**src/rtl/mlp_seq_pkg.sv**
```systemverilog
// Shared types and constants for the MLP layer sequencer and its address generator.
package mlp_seq_pkg;

    typedef enum logic [3:0] {
        VALU_NOP  = 4'd0,
        VALU_FMA  = 4'd1,
        VALU_RELU = 4'd2
    } valu_func_e;

    typedef logic [3:0] state_e;

    localparam state_e S_IDLE      = 4'd0;
    localparam state_e S_BIAS_RD   = 4'd1;
    localparam state_e S_BIAS_CAP  = 4'd2;
    localparam state_e S_FETCH     = 4'd3;
    localparam state_e S_ISSUE     = 4'd4;
    localparam state_e S_WAIT      = 4'd5;
    localparam state_e S_ACT_ISSUE = 4'd6;
    localparam state_e S_ACT_WAIT  = 4'd7;
    localparam state_e S_WRITE     = 4'd8;
    localparam state_e S_DONE      = 4'd9;

    localparam logic [31:0] FP32_ZERO = 32'h0000_0000;

endpackage

```
**src/rtl/mlp_seq_addr_gen.sv**
```systemverilog
// Pair/input counters and scratchpad address generation for one layer job.
module mlp_seq_addr_gen
    import mlp_seq_pkg::*;
#(
    parameter int ADDR_W = 16,
    parameter int DIM_W  = 16
) (
    input  logic              clock,
    input  logic              reset,
    input  logic              start,
    input  logic              k_step,
    input  logic              p_step,
    input  logic [DIM_W-1:0]  in_dim,
    input  logic [DIM_W-1:0]  out_dim,
    input  logic [ADDR_W-1:0] w_base,
    input  logic [ADDR_W-1:0] x_base,
    input  logic [ADDR_W-1:0] b_base,
    output logic [DIM_W-1:0]  pair_idx,
    output logic              last_k,
    output logic              last_pair,
    output logic [1:0]        lane_mask,
    output logic [ADDR_W-1:0] w_addr,
    output logic [ADDR_W-1:0] x_addr,
    output logic [ADDR_W-1:0] b_addr
);

    logic [DIM_W-1:0]   p_cnt;
    logic [DIM_W-1:0]   k_cnt;
    logic [2*DIM_W-1:0] row_offset;

    // NOTE: counter state uses non-blocking assignments so every reader sees the pre-edge value.
    always_ff @(posedge clock) begin
        if (reset || start) begin
            p_cnt <= '0;
            k_cnt <= '0;
        end else begin
            if (k_step) k_cnt <= last_k ? '0 : k_cnt + DIM_W'(1);
            if (p_step) p_cnt <= p_cnt + DIM_W'(1);
        end
    end

    assign last_k    = ({1'b0, k_cnt} + (DIM_W+1)'(1)) == {1'b0, in_dim};
    // Last pair once rows 2p and 2p+1 reach or pass N.
    assign last_pair = ({1'b0, p_cnt, 1'b0} + (DIM_W+2)'(2)) >= {2'b00, out_dim};
    assign lane_mask = (last_pair && out_dim[0]) ? 2'b01 : 2'b11;
    assign pair_idx  = p_cnt;

    // Full-width product, then silently truncated to the scratchpad address space.
    assign row_offset = {{DIM_W{1'b0}}, p_cnt} * {{DIM_W{1'b0}}, in_dim};
    assign w_addr     = w_base + ADDR_W'(row_offset) + ADDR_W'(k_cnt);
    assign x_addr     = x_base + ADDR_W'(k_cnt);
    assign b_addr     = b_base + ADDR_W'(p_cnt);

endmodule

```
**src/rtl/mlp_layer_sequencer.sv**
```systemverilog
// Sequences one dense layer y = act(W*x + b) two output rows at a time on the 2-lane FP32 valu.
module mlp_layer_sequencer
    import mlp_seq_pkg::*;
#(
    parameter int ADDR_W = 16,
    parameter int DIM_W  = 16
) (
    input  logic              clock,
    input  logic              reset,
    input  logic              cfg_valid,
    output logic              cfg_ready,
    input  logic [DIM_W-1:0]  cfg_in_dim,
    input  logic [DIM_W-1:0]  cfg_out_dim,
    input  logic              cfg_relu,
    input  logic [ADDR_W-1:0] cfg_w_base,
    input  logic [ADDR_W-1:0] cfg_x_base,
    input  logic [ADDR_W-1:0] cfg_b_base,
    output logic              w_rd_en,
    output logic [ADDR_W-1:0] w_rd_addr,
    input  logic [63:0]       w_rd_data,
    output logic              x_rd_en,
    output logic [ADDR_W-1:0] x_rd_addr,
    input  logic [31:0]       x_rd_data,
    output logic              valu_valid,
    output valu_func_e        valu_func,
    output logic [31:0]       valu_a_0,
    output logic [31:0]       valu_a_1,
    output logic [31:0]       valu_b_0,
    output logic [31:0]       valu_b_1,
    output logic [31:0]       valu_c_0,
    output logic [31:0]       valu_c_1,
    input  logic              valu_out_valid,
    input  logic [31:0]       valu_out_0,
    input  logic [31:0]       valu_out_1,
    output logic              y_valid,
    input  logic              y_ready,
    output logic [63:0]       y_data,
    output logic [1:0]        y_mask,
    output logic [DIM_W-1:0]  y_index,
    output logic              busy,
    output logic              done,
    output logic              err
);

    state_e            state, state_next;
    logic [DIM_W-1:0]  in_dim, out_dim;
    logic              relu_en;
    logic [ADDR_W-1:0] w_base, x_base, b_base;
    logic [31:0]       acc_0, acc_1;
    logic              err_q;

    logic              accept, cfg_bad, start, k_step, p_step;
    logic [DIM_W-1:0]  pair_idx;
    logic              last_k, last_pair;
    logic [1:0]        lane_mask;
    logic [ADDR_W-1:0] w_addr, x_addr, b_addr;

    assign accept  = cfg_valid && (state == S_IDLE);
    assign cfg_bad = (cfg_in_dim == '0) || (cfg_out_dim == '0);
    assign start   = accept && !cfg_bad;
    assign k_step  = (state == S_WAIT) && valu_out_valid;
    assign p_step  = (state == S_WRITE) && y_ready && !last_pair;

    mlp_seq_addr_gen #(
        .ADDR_W (ADDR_W),
        .DIM_W  (DIM_W)
    ) u_addr_gen (
        .clock     (clock),
        .reset     (reset),
        .start     (start),
        .k_step    (k_step),
        .p_step    (p_step),
        .in_dim    (in_dim),
        .out_dim   (out_dim),
        .w_base    (w_base),
        .x_base    (x_base),
        .b_base    (b_base),
        .pair_idx  (pair_idx),
        .last_k    (last_k),
        .last_pair (last_pair),
        .lane_mask (lane_mask),
        .w_addr    (w_addr),
        .x_addr    (x_addr),
        .b_addr    (b_addr)
    );

    always_comb begin
        state_next = state;
        case (state)
            S_IDLE:      if (start) state_next = S_BIAS_RD;
            S_BIAS_RD:   state_next = S_BIAS_CAP;
            S_BIAS_CAP:  state_next = S_FETCH;
            S_FETCH:     state_next = S_ISSUE;
            S_ISSUE:     state_next = S_WAIT;
            S_WAIT: begin
                if (valu_out_valid) begin
                    if (!last_k)      state_next = S_FETCH;
                    else if (relu_en) state_next = S_ACT_ISSUE;
                    else              state_next = S_WRITE;
                end
            end
            S_ACT_ISSUE: state_next = S_ACT_WAIT;
            S_ACT_WAIT:  if (valu_out_valid) state_next = S_WRITE;
            S_WRITE:     if (y_ready) state_next = last_pair ? S_DONE : S_BIAS_RD;
            S_DONE:      state_next = S_IDLE;
            default:     state_next = S_IDLE;
        endcase
    end

    always_ff @(posedge clock) begin
        if (reset) begin
            state <= S_IDLE;
            err_q <= 1'b0;
        end else begin
            state <= state_next;
            err_q <= accept && cfg_bad;
        end
    end

    // NOTE: config and accumulators carry no reset; every output that shows them is gated by state.
    always_ff @(posedge clock) begin
        if (start) begin
            in_dim  <= cfg_in_dim;
            out_dim <= cfg_out_dim;
            relu_en <= cfg_relu;
            w_base  <= cfg_w_base;
            x_base  <= cfg_x_base;
            b_base  <= cfg_b_base;
        end
        case (state)
            S_BIAS_CAP: begin
                acc_0 <= w_rd_data[31:0];
                acc_1 <= w_rd_data[63:32];
            end
            S_WAIT, S_ACT_WAIT: begin
                if (valu_out_valid) begin
                    acc_0 <= valu_out_0;
                    acc_1 <= valu_out_1;
                end
            end
            default: ;
        endcase
    end

    // Memory ports: only BIAS_RD and FETCH touch the scratchpads.
    always_comb begin
        w_rd_en   = 1'b0;
        w_rd_addr = '0;
        x_rd_en   = 1'b0;
        x_rd_addr = '0;
        if (state == S_BIAS_RD) begin
            w_rd_en   = 1'b1;
            w_rd_addr = b_addr;
        end else if (state == S_FETCH) begin
            w_rd_en   = 1'b1;
            w_rd_addr = w_addr;
            x_rd_en   = 1'b1;
            x_rd_addr = x_addr;
        end
    end

    // Operand muxing: FMA takes weights/activation straight from the read ports.
    always_comb begin
        valu_valid = 1'b0;
        valu_func  = VALU_NOP;
        valu_a_0   = FP32_ZERO;
        valu_a_1   = FP32_ZERO;
        valu_b_0   = FP32_ZERO;
        valu_b_1   = FP32_ZERO;
        valu_c_0   = FP32_ZERO;
        valu_c_1   = FP32_ZERO;
        if (state == S_ISSUE) begin
            valu_valid = 1'b1;
            valu_func  = VALU_FMA;
            valu_a_0   = w_rd_data[31:0];
            valu_a_1   = w_rd_data[63:32];
            valu_b_0   = x_rd_data;
            valu_b_1   = x_rd_data;
            valu_c_0   = acc_0;
            valu_c_1   = acc_1;
        end else if (state == S_ACT_ISSUE) begin
            valu_valid = 1'b1;
            valu_func  = VALU_RELU;
            valu_a_0   = acc_0;
            valu_a_1   = acc_1;
        end
    end

    assign y_valid   = (state == S_WRITE);
    assign y_data    = y_valid ? {acc_1, acc_0} : 64'h0;
    assign y_mask    = y_valid ? lane_mask : 2'b00;
    assign y_index   = y_valid ? pair_idx : '0;
    assign cfg_ready = (state == S_IDLE);
    assign busy      = (state != S_IDLE);
    assign done      = (state == S_DONE);
    assign err       = err_q;

endmodule

```
**config.mk**
```make
export PLATFORM = sky130hd
export DESIGN_NAME = mlp_layer_sequencer
export DESIGN_NICKNAME = d
export VERILOG_FILES = /design/src/rtl/mlp_seq_pkg.sv /design/src/rtl/mlp_seq_addr_gen.sv /design/src/rtl/mlp_layer_sequencer.sv
export SDC_FILE = /design/constraint.sdc
export NUM_CORES = 1
export LEC_CHECK = 0
export CAP_MARGIN = 0
export CORE_AREA = 2 2 222 224
export DETAILED_ROUTE_END_ITERATION = 10
export DIE_AREA = 0 0 224 226
export GPL_TIMING_DRIVEN = 0
export PLACE_DENSITY = 0.63
export SYNTH_ARGS = -nofsm -noshare
export SYNTH_HDL_FRONTEND = slang
export SYNTH_SLANG_ARGS = --single-unit
```
**constraint.sdc**
```tcl
create_clock -name clock -period 7.7 [get_ports clock]
set_clock_uncertainty 0.2 [all_clocks]
set_input_delay 1.54 -clock clock [delete_from_list [all_inputs] [get_ports clock]]
set_output_delay 1.54 -clock clock [all_outputs]
set_load 0.03 [all_outputs]
```
== Word level (Yosys, flattened, before mapping) ==
Cells that the tools add are included.

* Flip-flop bits (word level): 182
* Input port bits: 246
* Output and inout bits: 318
* Logic and storage cells: 91

* Add/sub/neg operators: 8
* $mul: 1
* Order comparisons: 1
* Equality and inequality tests: 15
* Multiplexer cells: 35
* Reduce and logical (&&, ||, !) cells: 19

{| class="wikitable"
|+ Operators with widths
! kind !! count
|-
| $mux 32 || 9
|-
| $pmux 32 s2 || 2
|-
| $mux 16 || 6
|-
| $add 16x16->16 || 4
|-
| $mux 64 || 1
|-
| $pmux 4 s9 || 1
|-
| $add 16x1->16 const B || 2
|-
| $logic_not 16->1 || 2
|-
| $mux 4 || 7
|-
| $add 17x2->18 const B || 1
|-
| $ge 18x16->1 || 1
|-
| $add 16x1->17 const B || 1
|-
| $eq 17x16->1 || 1
|-
| $eq 4x3->1 const B || 4
|-
| $mul 16x16->16 || 1
|-
| $eq 4x2->1 const B || 2
|-
| $eq 4x4->1 const B || 2
|-
| $mux 2 || 4
|-
| $logic_and 1x1->1 || 7
|-
| $ne 2x2->1 const B || 3
|-
| $mux 1 || 5
|-
| $eq 4x1->1 const B || 1
|-
| $logic_not 4->1 || 1
|-
| $ne 2x1->1 const B || 2
|-
| other kinds (7) || 9
|}

== Logic depth before layout (Yosys ltp) ==
Gate-level depths: netlist of the first run.

* Depth after elaboration: 6
* Mapped depth: 22
* Mapped depth without buffers: 20

== Modules after synthesis ==
From an unflattened synthesis of the first run, not the netlist that was laid out.

* Cell total of the unflattened synthesis: 1816
* Area, all modules: 17210.3 µm²

{| class="wikitable"
|+ By module, submodules not included
! module !! times used !! cells each !! area an instance (µm²) !! sequential area each (µm²)
|-
| mlp_seq_addr_gen || 1 || 1103 || 8812.2 || 640.6
|-
| mlp_layer_sequencer || 1 || 713 || 8398.1 || 4454.3
|}

== Worst setup path after synthesis of the first run ==
Ideal clock, no wire load.

* Kind: reg-to-output
* Start point: register u_addr_gen.p_cnt[5] (netlist: u_addr_gen.pair_idx[5])
* End point: output w_rd_addr[14]
* Arrival time: 5.737 ns
* Path slack: 0.223 ns
* Cell stages (with the launch flop): 21
* Buffers on the path: 2
* Cell sequence: dfxtp_1 buf_2 clkbuf_1 and2_1 fa_1 inv_1 fa_1 fa_1 fa_1 inv_1 fa_1 inv_1 fa_1 inv_1 ha_1 and2_1 a31o_2 nor3_1 nor3_1 xnor2_1 o21ai_0

* Word-level cells in the longest chain between the ends: 5
* Elaborated cells between the ends (all ways): 6
* Classes of those cells: 3 x add/sub; 1 x mul; 2 x mux

{| class="wikitable"
|+ RTL lines
! element !! line !! text
|-
| from (decl) || mlp_seq_addr_gen.sv:27 || <nowiki>logic [DIM_W-1:0] p_cnt;</nowiki>
|-
| from (signal assigned) || mlp_seq_addr_gen.sv:38 || <nowiki>if (p_step) p_cnt <= p_cnt + DIM_W'(1);</nowiki>
|-
| $mul 16x16->16 || mlp_seq_addr_gen.sv:49 || <nowiki>assign row_offset = {{DIM_W{1'b0}}, p_cnt} * {{DIM_W{1'b0}}, in_dim};</nowiki>
|-
| $add 16x16->16 (2 in series) || mlp_seq_addr_gen.sv:50 || <nowiki>assign w_addr = w_base + ADDR_W'(row_offset) + ADDR_W'(k_cnt);</nowiki>
|-
| $mux 16 || mlp_layer_sequencer.sv:154 || <nowiki>end else if (state == S_FETCH) begin</nowiki>
|-
| $mux 16 (*) || mlp_layer_sequencer.sv:151 || <nowiki>if (state == S_BIAS_RD) begin</nowiki>
|-
| to (decl) || mlp_layer_sequencer.sv:19 || <nowiki>output logic [ADDR_W-1:0] w_rd_addr,</nowiki>
|}

Mark *: on every way between the ends. The rest lies on a longest branch, timed or not.

== Final worst setup path of the first run ==
* Start point: register in_dim[6]
* End point: output w_rd_addr[15]

* Word-level cells in the longest chain between the ends: 5

{| class="wikitable"
|+ RTL lines
! element !! line !! text
|-
| from (decl) || mlp_layer_sequencer.sv:46 || <nowiki>logic [DIM_W-1:0] in_dim, out_dim;</nowiki>
|-
| from (signal assigned) || mlp_layer_sequencer.sv:123 || <nowiki>in_dim <= cfg_in_dim;</nowiki>
|-
| $mul 16x16->16 || mlp_seq_addr_gen.sv:49 ||
|-
| $add 16x16->16 (2 in series) || mlp_seq_addr_gen.sv:50 ||
|-
| $mux 16 || mlp_layer_sequencer.sv:154 ||
|-
| $mux 16 || mlp_layer_sequencer.sv:151 ||
|}

No other way between the ends.

==> impl_metrics.tcl, run 1 <==
set metrics [dict create \
    cap_violations 0 \
    synth-compound-area-share_pct 7.08 \
    worst-path-buf-inv 6 \
    dieHeight_microns 226 \
    grt_pass1_vias 16600 \
    clk_latency_ns 0.51 \
    tritoncts "built" \
    rsz0062_at_grt "true" \
    worst_slack_ns -0.141 \
    internal_power_uw 2370 \
    row_count 81 \
    cp.required_ns 5.96 \
    violations "setup timing" \
    crit_type "reg2out" \
    ys_seq_area_share_pct 29.8 \
    num_vias 16100 \
    seq_power_share_pct 35.9 \
    synthXorXnorAreaFrac_pct 5.07 \
    start_util_pct 35.4 \
    path_delay_family "adder cells" \
    max_slew_margin_pct 30.2 \
    fin_crit_sh_pct 102 \
    grt_pass1_wl_mm 109 \
    synth.most_common_cell "inv_1" \
    leakage_uw 0.0106 \
    root_buffer "clkbuf_16" \
    p_clk_share_pct 24.2 \
    ir_drop_mv 0.167 \
    fp.dieW_microns 224 \
    cp_slowest_cell "fa_1" \
    synth_top_area_cell "edfxtp_1" \
    dieArea_sq_um 50600 \
    ios 564 \
    slew_viol_final 0 \
    cp.arrival_ns 6.10 \
    final.min_clock_period_ns 7.84 \
    netSwitchingFraction_pct 39.9 \
    grt_usage_pct 30.0 \
    wl_per_cell_microns 25.0 \
    pwr-share-comb_pct 39.8 \
    synth_cell_types 76 \
    cts_sinks 182 \
    cts_buffer_depth 2 \
    htree_num_levels 4 \
    ys_async_sr_fraction_pct 0 \
    drive_gt1_share_pct 12.8 \
    synthesis.area_sq_um 17100 \
    hold-worst-slack_ns 0.375 \
    hpwl_mm 62.9 \
    place.gp.congestion 0.953 \
    synth_top_area_share_pct 25.4 \
    crit_path_frequent_cell "fa_1" \
    startpoint_type "flip-flop" \
    multi_input_area_sq_um 10800 \
    synth_top_family_by_area "simple AND/OR/NAND/NOR gates" \
    fin_nets 2895 \
    tightest_slew_ns 1.04 \
    synth-edff-count 145 \
    antenna_found_initial 4 \
    yosys_warnings 0 \
    first_iter_violations 940 \
    port_buffers 560 \
    ant_nets 0 \
    num-fill-cells 4433 \
    grt_max_degree 37 \
    via_per_inst 5.22 \
    drcViolationCount 0 \
    fmax_ghz 0.128 \
    yosys.area_share.adder_pct 20.0 \
    syn_avg_cell_area_sq_um 9.38 \
    status "finished, violations left" \
    totalWireLength_mm 77.0 \
    overflow 0 \
    placed_cells 3014 \
    cp_cell_sequence "buf_6 -> and2_4 -> fa_1 -> inv_1 -> fa_1 -> fa_1 -> fa_1 -> inv_2 -> fa_1 -> inv_2 -> fa_1 -> inv_2 -> ha_4 -> and2_4 -> o21ai_4 -> o311ai_4 -> a21o_1 -> a21oi_2 -> xnor2_1 -> a22o_1 -> buf_6" \
    r2r_slack_ns 3.34 \
    clk_pin_slew_worst_paths_ns 0.07 \
    setup_viol 3 \
    area_growth_pct 46.2 \
    ys_ff_latch 182 \
    final_cells 3078 \
    seqCellArea_sq_um 5100 \
    cts_hold_buf 0 \
    hold_viol_final 0 \
    crit_fanout 4 \
    yosys.area_share.simple_pct 20.3 \
    synthMuxAreaShare_pct 8.42 \
    numCtsBuffers 17 \
    hold_class "reg2reg" \
    cpPeakStageDelay_ns 0.59 \
    coreArea_sq_um 48300 \
    synthCells 1825 \
    p_switching_uw 1570 \
    drtPass1Iterations 6 \
    cp-end-kind "output pin" \
    powerDensity_nw_per_um2 157 \
    yosys-top-cells-count "inv_1 (211), and3_1 (185), edfxtp_1 (145)" \
    synth_flop_cell "edfxtp_1" \
    synth.area.top_cells "edfxtp_1 (25%), fa_1 (13%), ha_1 (7.2%), and3_1 (6.8%), inv_1 (4.6%)" \
]
-- routing by layer --
metal	wire (microns)	GRT usage (%)
met2	39200	53.6
met5	13	0
met4	4690	17.3
met3	5220	7.27
met1	27800	32.4
-- worst min-delay path: stages (launching register included) --
cell	delay, ns
dfxtp_1	0.39
nand2_1	0.09
a21oi_1	0.05
-- final cells by class --
type,instances,area share (%)
clock buffers,20,1.86
clock inverters,12,0.535
inverters,211,3.16
repair buffers,603,24.3
well taps,622,3.11
multi-input cells,1277,43.0
diodes,2,0.0200
flip-flops and latches,182,20.4
plain buffers,149,3.64
-- registers in the layout (all words and copies together), names as in the netlist --
signal               flops
w_base                  16
out_dim                 16
acc_0                   32
u_addr_gen.pair_idx     16
in_dim                  16
relu_en                  1
b_base                  16
acc_1                   32
x_base                  16
u_addr_gen.k_cnt        16
err                      1
state                    4
-- logic make-up (layout without fill, tap and decap cells) --
logic type                 after synthesis  in the layout
and+or+nand+nor                        648            648
buffers and inverters                  367            995
adders and majority gates              208            208
AOI/OAI and AO/OA                      184            184
DFF                                    182            182
muxes                                  136            136
xor gates and xnor gates                99             99
other                                    1              4
-- timing repair --
| item | in CTS | in global routing |
|---|---|---|
| buffers inserted | 24 | 13 |
| endpoints found under the setup margin | 11 | 9 |
| pin swaps | 46 | 68 |
| gates resized for setup | 130 | 63 |
| cloned | 0 | 0 |
-- stage by stage --
step	setup WS, ns	TNS (ns)	total power, uW	area, sq um	utilization [%]
2_1_floorplan	0.223	0	2170	17100	-
3_3_place_gp	-2.65	-183.18	2880	23500	48.6
3_5_place_dp	-1.21	-6.00	2910	23700	49.0
4_1_cts	-0.142	-0.401	3920	24800	51.3
5_1_grt	-0.287	-0.925	4110	25000	51.8
6_report	-0.141	-0.267	3940	25000	51.8
-- power by group through the flow --
stage                     combinational (uW)  sequential (uW)  clock [uW]
after floorplan                          816             1350           0
after global routing                    1680             1420        1010
after detailed placement                1470             1440           0
final                                   1570             1410         954
after global placement                  1390             1480           0
after CTS                               1530             1410         979
-- layout by cell type (no fill, tap or decap), types with 79 or more instances in the layout --
master	n
buf_4	79
edfxtp_1	145
ha_1	88
nand2_1	111
clkdlybuf4s50_1	552
nor2_1	121
inv_1	196
and3_1	185
fa_1	107
-- worst paths after layout --
check | startpoint | endpoint | cells after the start
max | in_dim[6] | w_rd_addr[15] | 21
min | u_addr_gen.k_cnt[1] | u_addr_gen.k_cnt[1] | 2
max reg2reg | u_addr_gen.pair_idx[0] | u_addr_gen.pair_idx[8] | 16
min reg2reg | u_addr_gen.k_cnt[1] | u_addr_gen.k_cnt[1] | 2
(Power assumes the default switching activity.)
==> inputs of run 2 (changes only) <==
--- a/config.mk
+++ b/config.mk
@@ -10,7 +10,9 @@
 export DETAILED_ROUTE_END_ITERATION = 10
 export DIE_AREA = 0 0 224 226
 export GPL_TIMING_DRIVEN = 0
+export MAX_ROUTING_LAYER = met4
 export PLACE_DENSITY = 0.63
+export SLEW_MARGIN = 20
 export SYNTH_ARGS = -nofsm -noshare
 export SYNTH_HDL_FRONTEND = slang
 export SYNTH_SLANG_ARGS = --single-unit
==> run 2 against run 1 <==
Effect of this change:
- the run still ends with setup timing left
- register-to-register slack got worse by 0.06 ns
- via count decreased by 0.49%
- largest cell class unchanged
- sequential cell count unchanged
- critical path depth decreased by 2
- final cell count about the same
- highest routed layer is now met4
- count of clock-buffer cells in the layout decreased by 3
- clock power increased by 2.1%
- non-clock buffer count decreased by 8
==> impl_metrics.tcl, run 2 (synthesis results as in run 1) <==
set metrics [dict create \
    p_total_uw 3930 \
    coreArea_sq_um 48300 \
    ios 564 \
    clk_pin_slew_worst_paths_ns 0.08 \
    ant_nets 0 \
    final_common_cell "clkdlybuf4s50_1" \
    final.setup.tns_ns -0.199 \
    dieArea_sq_um 50600 \
    place_ws_ns -1.25 \
    tritoncts "built" \
    grt_usage_pct 30.9 \
    cp-end-kind "output pin" \
    status "finished, violations left" \
    wl_per_cell_microns 25.1 \
    area_growth_pct 46.1 \
    cts_buffer_depth 2 \
    port_buffers 560 \
    tightest_slew_ns 0.958 \
    ir_drop_mv 0.177 \
    max_slew_margin_pct 36.1 \
    final_area_sq_um 25000 \
    fp.dieW_microns 224 \
    postPlaceCellArea_sq_um 23700 \
    drcViolationCount 0 \
    antenna_found_initial 6 \
    grt_pass1_wl_mm 109 \
    hpwl_mm 63.4 \
    place.gp.congestion 0.962 \
    hold_viol_final 0 \
    slew_viol_final 0 \
    top_regs "acc_0: 32 flops, acc_1: 32 flops" \
    start_util_pct 35.4 \
    rsz0062_at_grt "true" \
    leakage_uw 0.0106 \
    root_buffer "clkbuf_16" \
    powerDensity_nw_per_um2 157 \
    row_count 81 \
    overflow 0 \
    fin_crit_sh_pct 101 \
    drtPass1Iterations 5 \
    cp.arrival_ns 6.04 \
    setup_viol 3 \
    drive_gt1_share_pct 12.3 \
    fin_util_pct 51.7 \
    first_iter_violations 997 \
    htree_num_levels 4 \
    via_per_inst 5.20 \
    fmax_ghz 0.129 \
    totalWireLength_mm 77.2 \
    worst_slack_ns -0.0760 \
    crit_type "reg2out" \
    num_vias 16000 \
    grt_max_degree 29 \
    dieHeight_microns 226 \
    grt_pass1_vias 16400 \
    cp.required_ns 5.96 \
    violations "setup timing" \
    startpoint_type "flip-flop" \
    cap_violations 0 \
    crit_fanout 5 \
    clk_latency_ns 0.52 \
    layout_common_cells "clkdlybuf4s50_1 (551), inv_1 (203), and3_1 (185)" \
    fin_nets 2887 \
    final.min_clock_period_ns 7.78 \
    cts_sinks 182 \
    numCtsBuffers 17 \
    hold_class "reg2reg" \
]
==> run 2: cell count changes in the layout (fill, tap and decap cells not counted), sizes merged <==
cell,change
buf,-11
diode,+5
clkinv,+3
clkdlybuf4s50,-1
dlygate4sd2,+1
==> run 2: worst max-delay path, stage by stage (launching register included) <==
cell	delay, ns
edfxtp_1	0.54
buf_6	0.19
and2_4	0.15
fa_1	0.52
inv_1	0.05
fa_1	0.50
inv_1	0.05
fa_1	0.47
fa_1	0.50
fa_1	0.54
inv_1	0.05
fa_1	0.55
inv_1	0.07
ha_2	0.19
or3_1	0.34
nor3_2	0.20
nor3_1	0.09
xnor2_1	0.15
o21ai_2	0.22
buf_6	0.17
==> run 2: final cells by class <==
class	instances	area, sq um
Antenna cell	7	17.5
Tap cell	622	778
Fill cell	4511	23300
Clock inverter	15	199
Timing Repair Buffer	598	6020
Multi-Input combinational cell	1277	10800
Sequential cell	182	5100
Buffer	146	907
Inverter	211	792
Clock buffer	17	425
==> run 2: per-stage QoR <==
step / hold WS (ns) / instances
after global routing: 0.370 / 3074
after global placement: 0.343 / 3008
final: 0.361 / 3075
after floorplan: 0.290 / 1826
after detailed placement: 0.364 / 3015
after CTS: 0.374 / 3062
==> run 2: repair_timing <==
item / in CTS / in global routing
buffers inserted: 23 / 8
pin swaps: 44 / 22
hold buffers: 0 / 0
gates resized for setup: 142 / 39
cloned: 0 / 0
setup endpoints to repair: 11 / 8
==> run 2: final timing paths <==
kind | from | to | slack [ns] | cells past startpoint
worst max register to register | u_addr_gen.pair_idx[2] | u_addr_gen.pair_idx[10] | 3.28 | 16
worst min-delay path | u_addr_gen.pair_idx[6] | u_addr_gen.pair_idx[6] | 0.36 | 2
worst max-delay path | in_dim[6] | w_rd_addr[14] | -0.08 | 19
worst min register to register | u_addr_gen.pair_idx[6] | u_addr_gen.pair_idx[6] | 0.36 | 2
==> run 2: per-layer routing <==
metal  share of wire [%]  global-route usage [%]
met2                  52                    54.5
met3                 5.7                    6.71
met1                  37                    32.8
met5                   0                       -
met4                 5.1                    15.5
==> run 2: power breakdown <==
part	internal (uW)	switching [uW]
sequential	1260	164
combinational	610	927
clock	471	503
